[src/rtl/sum_job_arbiter.sv]
// Round-robin job sequencer that shares one sum-accumulate datapath among NREQ requesters.
// Grants one job at a time, strobes the datapath and returns the sum tagged with the requester id.
module sum_job_arbiter #(
    parameter int NREQ  = 4,
    parameter int CNT_W = 7,
    parameter int RES_W = 13,
    parameter int ID_W  = 2
) (
    input  logic                    clk,
    input  logic                    rst,
    input  logic [NREQ-1:0]         req,
    input  logic [NREQ*CNT_W-1:0]   req_limit,
    output logic [NREQ-1:0]         ack,
    output logic                    busy,
    output logic                    rsp_valid,
    output logic [ID_W-1:0]         rsp_id,
    output logic [RES_W-1:0]        rsp_result,
    output logic [CNT_W-1:0]        dp_limit,
    output logic                    ld_sum,
    output logic                    ld_counter,
    output logic                    en_sum,
    output logic                    en_counter,
    input  logic                    done,
    input  logic [RES_W-1:0]        result
);

    localparam int SW = ID_W + 1;

    typedef enum logic [2:0] {
        IDLE  = 3'd0,
        GRANT = 3'd1,
        LOAD  = 3'd2,
        RUN   = 3'd3,
        RESP  = 3'd4
    } state_t;

    state_t             state_reg, state_next;
    logic [ID_W-1:0]    rr_reg, rr_next;
    logic [ID_W-1:0]    id_reg, id_next;
    logic [CNT_W-1:0]   limit_reg, limit_next;
    logic [ID_W-1:0]    rsp_id_reg, rsp_id_next;
    logic [RES_W-1:0]   rsp_result_reg, rsp_result_next;

    logic               pick_valid;
    logic [ID_W-1:0]    pick_id;
    logic [CNT_W-1:0]   limit_arr [NREQ];

    genvar gi;
    generate
        for (gi = 0; gi < NREQ; gi++) begin : g_req
            assign limit_arr[gi] = req_limit[gi*CNT_W +: CNT_W];
            assign ack[gi]       = (state_reg == GRANT) && (id_reg == ID_W'(gi));
        end
    endgenerate

    // Scan downward so the lowest offset from the rr pointer is the last (winning) assignment.
    always_comb begin
        logic [SW-1:0] scan_sum;
        logic [ID_W-1:0] scan_idx;
        pick_valid = 1'b0;
        pick_id    = '0;
        scan_sum   = '0;
        scan_idx   = '0;
        for (int k = NREQ - 1; k >= 0; k--) begin
            scan_sum = {1'b0, rr_reg} + SW'(k);
            if (scan_sum >= SW'(NREQ)) begin
                scan_sum = scan_sum - SW'(NREQ);
            end
            scan_idx = scan_sum[ID_W-1:0];
            if (req[scan_idx]) begin
                pick_valid = 1'b1;
                pick_id    = scan_idx;
            end
        end
    end

    always_comb begin
        state_next      = state_reg;
        rr_next         = rr_reg;
        id_next         = id_reg;
        limit_next      = limit_reg;
        rsp_id_next     = rsp_id_reg;
        rsp_result_next = rsp_result_reg;
        case (state_reg)
            IDLE: begin
                if (pick_valid) begin
                    id_next    = pick_id;
                    limit_next = limit_arr[pick_id];
                    state_next = GRANT;
                end
            end
            GRANT: begin
                // A zero-length job never touches the datapath.
                if (limit_reg == '0) begin
                    rsp_id_next     = id_reg;
                    rsp_result_next = '0;
                    state_next      = RESP;
                end else begin
                    state_next = LOAD;
                end
            end
            LOAD: state_next = RUN;
            RUN: begin
                if (done) begin
                    rsp_id_next     = id_reg;
                    rsp_result_next = result;
                    state_next      = RESP;
                end
            end
            RESP: begin
                rr_next    = (id_reg == ID_W'(NREQ - 1)) ? '0 : id_reg + ID_W'(1);
                state_next = IDLE;
            end
            default: state_next = IDLE;
        endcase
    end

    always_ff @(posedge clk or negedge rst) begin
        if (!rst) begin
            state_reg      <= IDLE;
            rr_reg         <= '0;
            id_reg         <= '0;
            limit_reg      <= '0;
            rsp_id_reg     <= '0;
            rsp_result_reg <= '0;
        end else begin
            state_reg      <= state_next;
            rr_reg         <= rr_next;
            id_reg         <= id_next;
            limit_reg      <= limit_next;
            rsp_id_reg     <= rsp_id_next;
            rsp_result_reg <= rsp_result_next;
        end
    end

    assign busy       = (state_reg != IDLE);
    assign rsp_valid  = (state_reg == RESP);
    assign rsp_id     = rsp_id_reg;
    assign rsp_result = rsp_result_reg;
    assign dp_limit   = limit_reg;
    assign ld_sum     = (state_reg == LOAD);
    assign ld_counter = (state_reg == LOAD);
    assign en_sum     = (state_reg == RUN) && !done;
    assign en_counter = (state_reg == RUN) && !done;

endmodule

[config.mk]
export PLATFORM = sky130hd
export DESIGN_NAME = sum_job_arbiter
export DESIGN_NICKNAME = d
export VERILOG_FILES = /design/src/rtl/sum_job_arbiter.sv
export SDC_FILE = /design/constraint.sdc
export NUM_CORES = 1
export LEC_CHECK = 0
export ABC_AREA = 1
export CORE_MARGIN = 2
export CORE_UTILIZATION = 30
export CTS_BUF_LIST = sky130_fd_sc_hd__clkbuf_4 sky130_fd_sc_hd__clkbuf_8 sky130_fd_sc_hd__clkbuf_16
export DETAILED_ROUTE_END_ITERATION = 7
export PLACE_DENSITY_LB_ADDON = 0.25
export SYNTH_ARGS = -nofsm -noshare
export SYNTH_HDL_FRONTEND = slang
export SYNTH_SLANG_ARGS = --single-unit
[constraint.sdc]
create_clock -name clk -period 1.8 [get_ports clk]
set_input_delay 0.54 -clock clk [delete_from_list [all_inputs] [get_ports clk]]
set_output_delay 0.54 -clock clk [all_outputs]
set_load 0.02 [all_outputs]
Word level (Yosys, flattened, before mapping)
Cells that the tools add are included.
{"block": "totals", "register_bits": 29, "input_bits": 48, "output_inout_bits": 32}
{"block": "classes", "n_addsub": 8, "n_lt_le_gt_ge": 9, "n_eq_ne": 10, "muxes": 34, "n_bitwise": 1, "n_reduce_logical": 14}
{"op": "13-bit two-way mux", "n": 2}
{"op": "13-bit case mux with 2 select lines", "n": 1}
{"op": "2-bit two-way mux", "n": 11}
{"op": "7-bit binary-select mux with 2-bit select", "n": 1}
{"op": "7-bit two-way mux", "n": 2}
{"op": "3-bit greater-or-equal comparator, second input constant", "n": 4}
{"op": "2-bit by 3-bit less-than comparator with 1-bit output, second input constant", "n": 4}
{"op": "3-bit case mux with 4 select lines", "n": 1}
{"op": "3-bit two-way mux", "n": 3}
{"op": "1-bit binary-select mux with 2-bit select", "n": 4}
{"op": "1-bit two-way mux", "n": 8}
{"op": "2-bit by 1-bit subtractor with 2-bit output, second input constant", "n": 4}
{"op": "7-bit logical NOT", "n": 1}
{"op": "2-bit by 2-bit adder with 3-bit output, second input constant", "n": 2}
{"op": "3-bit by 2-bit == test with 1-bit output, second input constant", "n": 2}
{"op": "1-bit logical AND", "n": 5}
{"op": "2-bit == test, second input constant", "n": 2}
{"op": "2-bit != test, second input constant", "n": 2}
{"op": "2-bit case mux with 2 select lines", "n": 1}
{"op": "2-bit AND reduction", "n": 2}
{"op": "2-bit by 1-bit adder with 3-bit output, second input constant", "n": 1}
{"op": "3-bit by 1-bit == test with 1-bit output, second input constant", "n": 1}
{"op": "3-bit == test, second input constant", "n": 1}
{"op": "2-bit by 3-bit greater-or-equal comparator with 1-bit output, second input constant", "n": 1}
{"op": "10 further kinds", "n": 10}

Longest topological paths before layout
Gate-level depths: netlist (run 1).
{"block": "depth", "depth_word": 13, "mapped_depth": 15, "mapped_depth_nobuf": 14}

Least setup slack after synthesis (run 1)
Ideal clock, no wire load.
{"block": "synth_timing", "kind": "input to output", "startpoint": "input done", "endpoint": "output en_sum", "arrival_ps": 1523, "required_ps": 1260, "setup_slack_ps": -263, "path_stages": 2, "path_cell_list": "nor3_1 -> buf_4"}
{"block": "synth_via", "elab_chain_len": 2}
{"element": "start, declared", "line": "23", "text": "input logic done,"}
{"element": "1-bit logical NOT", "line": "143", "text": "assign en_sum = (state_reg == RUN) && !done;"}
{"element": "1-bit logical AND", "line": "143"}
{"element": "end, declared", "line": "21", "text": "output logic en_sum,"}
Every way passes these cells.

Final worst setup path (run 1)
{"block": "layout_timing", "startpoint": "register state_reg[2]", "endpoint": "output en_counter"}
{"block": "layout_via", "elab_chain_len": 2}
{"element": "start, declared", "line": "37", "text": "state_t state_reg, state_next;"}
{"element": "start signal, assigned", "line": "127", "text": "state_reg <= state_next;"}
{"element": "3-bit by 2-bit == test with 1-bit output", "line": "144", "text": "assign en_counter = (state_reg == RUN) && !done;"}
{"element": "1-bit logical AND", "line": "144"}
{"element": "end, declared", "line": "22", "text": "output logic en_counter,"}
Every way passes these cells.

==> results of run 1 <==
## critical path, delay by kind of cell (launching register included)
| kind | cells | cell delay (ns) |
|---|---|---|
| and+or+nand+nor | 2 | 0.24 |
| buffers and inverters | 3 | 0.34 |
| DFF | 1 | 0.40 |
## final cells by class
class	count	area [um^2]	area share, %
flip-flops and latches	29	729	22.8
well taps	72	90.1	2.81
inverters	44	171	5.35
clock inverters	2	10.0	0.312
clock buffers	6	76.3	2.38
multi-input cells	163	1030	32.1
repair buffers	121	1100	34.3
## worst min path at each step
stage	start	slack [ns]	cells after the start	to
2_1_floorplan	rst	0.24	0	dp_limit[0]$_DFFE_PN0P_
5_1_grt	dp_limit[0]$_DFFE_PN0P_	0.53	2	dp_limit[0]$_DFFE_PN0P_
3_5_place_dp	dp_limit[4]$_DFFE_PN0P_	0.49	2	dp_limit[4]$_DFFE_PN0P_
4_1_cts	dp_limit[4]$_DFFE_PN0P_	0.51	2	dp_limit[4]$_DFFE_PN0P_
3_3_place_gp	dp_limit[2]$_DFFE_PN0P_	0.49	2	dp_limit[2]$_DFFE_PN0P_
6_report	dp_limit[4]$_DFFE_PN0P_	0.51	2	dp_limit[4]$_DFFE_PN0P_
## per-layer routing
metal / vias to the layer above / global-route usage [%] / wire, um
met4: 0 / 4.92 / 66
met5: - / 0 / 0
li1: 1007 / - / -
met1: 894 / 19.1 / 2170
met3: 10 / 3.93 / 184
met2: 33 / 29.7 / 2800
## power by group through the flow
| stage | sequential (W) | clock [W] | combinational, W |
|---|---|---|---|
| finish | 0.00126 | 0.000524 | 0.00408 |
| global route | 0.00131 | 0.000570 | 0.00449 |
| CTS | 0.00124 | 0.000544 | 0.00368 |
| detailed placement | 0.00124 | 0 | 0.00349 |
| global placement | 0.00123 | 0 | 0.00344 |
| floorplan | 0.00149 | 0 | 0.00171 |
## cells in the final DEF, fill, tap and decap left out, types with 5 or more instances in the layout
cell and count:
nor2_2 7, inv_2 12, nand2_2 9, buf_4 44
nor2_1 14, dlymetal6s2s_1 9, inv_1 30, nand2_1 40
dfrtp_1 26, clkdlybuf4s50_1 42, o21ai_0 13, buf_6 6
nand2_4 5, nand3_1 38, clkbuf_8 5, dlygate4sd2_1 18
## cell usage after synthesis (2+ instances only)
| library cell | instances |
|---|---|
| a21oi_1 | 4 |
| buf_4 | 2 |
| buf_6 | 2 |
| clkbuf_1 | 2 |
| dfrtp_1 | 29 |
| ha_1 | 4 |
| inv_1 | 40 |
| inv_2 | 3 |
| nand2_1 | 49 |
| nand2_2 | 5 |
| nand2_4 | 2 |
| nand3_1 | 44 |
| nand3_2 | 2 |
| nor2_1 | 21 |
| nor3_1 | 3 |
| o21ai_0 | 15 |
| o21ai_1 | 3 |
| or2_0 | 3 |
## repair_timing
item,in CTS,in global routing
hold buffers,0,0
setup buffers,5,6
hold endpoints to repair,0,0
setup endpoints to repair,32,27
cloned,0,0
pin swaps,10,15
gates resized for setup,91,53
## metrics by stage
stage	worst slack, ns	util (%)	area [um^2]	total power (W)
after CTS	-0.0461	53.3	2970	0.00547
after global placement	-0.632	50.6	2820	0.00468
after floorplan	0.0372	-	1760	0.00320
final	-0.00345	57.5	3210	0.00586
after detailed placement	-0.640	50.6	2820	0.00473
after global routing	-0.111	57.5	3210	0.00638
## logic make-up after synthesis
group	count (synthesis)
AOI/OAI and AO/OA	24
DFF	29
buffers and inverters	51
and+or+nand+nor	134
adders and majority gates	4
xor gates and xnor gates	1
==> results by group, run 1 <==
Status
  • Run status: complete, but fails checks
  • Violations in the final reports: negative setup slack

Synthesis
  • Number of standard cells after synthesis: 243
  • Area of the mapped netlist: 1750 um^2
  • Prevailing post-synth register cell: dfrtp_1
  • Average footprint of a synthesized cell: 7.20 um^2
  • Adder-cell share of the synthesized area: approximately 2.9%
  • Synth Net Count: 295
  • Number of synthesized register bits: 29
  • Area fraction in and, or, nand and nor cells after synthesis: 35.7%
  • Cell variety after synth: 28
  • Dominant cell type by area after synthesis: dfrtp_1
  • Warnings, synthesis: 0
  • Fraction of the yosys area taken by sequential cells: 41.5%
  • Share of the synthesized netlist area taken by xor and xnor gates: 0.500%
  • Largest cells by area after synthesis: dfrtp_1 41%, nand3_1 13%, nand2_1 11%
  • Async set-or-reset flop fraction in the synthesized netlist: 100%
  • Multiplexer share of the synthesized area: 0%
  • Share of the synthesized area in the top cell type: 41.5%
  • Number of enable-type register cells in the synthesized netlist: 0
  • Compound-Gate Fraction of Synth Area: 7.01%
  • Combinational family with the most area after synthesis: simple AND/OR/NAND/NOR gates

Power and ir drop
  • Internal power summed over all cells: 0.00310 W
  • Sequential group share of total power: 21.4%
  • Pwr Density: between 1500 and 2000 nW/um^2
  • Clock power frac: just under 9%
  • IR drop worst, VDD: 0.774 mV
  • Comb power frac: 69.6%
  • Switching Share: between 40% and 50%
  • Static leakage: 1.68 nW
  • Net switching power: 0.00276 W

Final layout
  • Fin nets: between 400 and 500
  • Final std cells w/o fill: 437
  • Proportion of layout cells with a drive suffix above 1: between 30% and 40%
  • Number of flip-flops under the largest register name: 13
  • Fill cell total of the finished layout: ~540
  • Area added between synthesis and finish: 83.1%
  • # diodes: 0

Route
  • Number of routed nets with antenna violations: 0
  • Number of violations reported at the end of detailed-routing iteration 0: 42
  • Routed length per placed instance: 12.0 um
  • Detailed-route via count: 1,944
  • Detailed-route vias per instance: around 4.4
  • DRC viols: 0
  • Post-Route WL: 5230 um
  • Drt pass-1 iters: 4

STA
  • Share of the clock period used by the worst path: 100%
  • Total Negative Setup Slacks: -0.00646 ns
  • Worst Max-Slew Pin Slew: roughly 0.37 ns
  • Worst hold margin: roughly 0.51 ns
  • Post-layout worst setup margin: -0.00345 ns
  • Maximum clock rate: 554 MHz
  • Count of final max-slew check failures: 0
  • Min Clock Period, post-route: 1.80 ns
  • Tightest slew margin relative to the limit: 75.2%
  • RSZ-0062 raised after global routing: yes
  • Hold Vio Cnt, Final: 0
  • Number of failing setup endpoints in the final timing report: 2
  • Clock skew: 0.00584 ns

Setup path
  • Reg2Reg Launch Point: rr_reg[0]$_DFFE_PN0P_
  • Startpoint-to-endpoint class of the critical path: register to primary output
  • Critical path startpoint: state_reg[2]$_DFFE_PN0P_
  • Register-to-register setup slack: 0.03 ns
  • R2R Path End: dp_limit[4]$_DFFE_PN0P_
  • Critical Path Most Common Cell: buf_6
  • Reg2reg path depth: 12
  • Peak fanout along the critical path: 3
  • Cells along the critical path: inv_2 -> nand2_2 -> buf_6 -> nor3_4 -> buf_6
  • CP Data Arrival Time: ~1.3 ns
  • Data required time at the worst endpoint: 1.26 ns
  • Timing endpoint of the critical path: en_counter
  • Crit path max-delay cell type: dfrtp_1
  • Worst Setup Start Kind: register
  • Category of the worst setup path capture point: primary output
  • CP peak stage delay: 0.40 ns

Place
  • Post-placement cell count: 418
  • Post-detail-place hpwl: 3740 um
  • IO Port Bufs: 79
  • Routability Congestion: 0.814

Floorplan
  • Floorplan die width: 80.4 um
  • DIE HEIGHT: 80.4 um
  • Core area: 5570 um^2
  • # IOs: 80
  • Die area: 6460 um^2
  • Initial standard-cell utilization of the core: 31.4%
  • Site Rows: 27

GRT
  • Initial antenna violation count: 0
  • Overall global routing resource usage: 16.4%
  • Global-route wire length before repair: between 8000 and 9000 um
  • Aggregate global routing overflow: 0
  • Vias in the first global route: 1,896
  • Maximum number of pins on one net before global-route repair: 30

CTS
  • Insertion delay of the later-clocked pin in the worst-skew pair: 0.28 ns
  • Cell chosen for the clock root: clkbuf_8
  • CTS tree: done
  • Number of buffers between clock root and the deepest sink: 2
  • Num CTS Buffers: 5
  • Clock slew at reported path FFs: 0.06 ns
  • H-tree depth: 2
  • Clk sink count: 29

Worst hold path
  • Class of the tightest hold or removal check: register to register

Run
  • Number of maximum-capacitance violations: 0
Note: power is estimated with default switching activity, not from simulation.
==> run 2: changes to the inputs <==
--- a/config.mk
+++ b/config.mk
@@ -9,6 +9,7 @@
 export CORE_MARGIN = 2
 export CORE_UTILIZATION = 30
 export CTS_BUF_LIST = sky130_fd_sc_hd__clkbuf_4 sky130_fd_sc_hd__clkbuf_8 sky130_fd_sc_hd__clkbuf_16
+export CTS_CLUSTER_DIAMETER = 30
 export DETAILED_ROUTE_END_ITERATION = 7
 export PLACE_DENSITY_LB_ADDON = 0.25
 export SYNTH_ARGS = -nofsm -noshare
==> results of run 2 <==
Same layout as run 1: the final DEF is identical, and so are final timing and power.
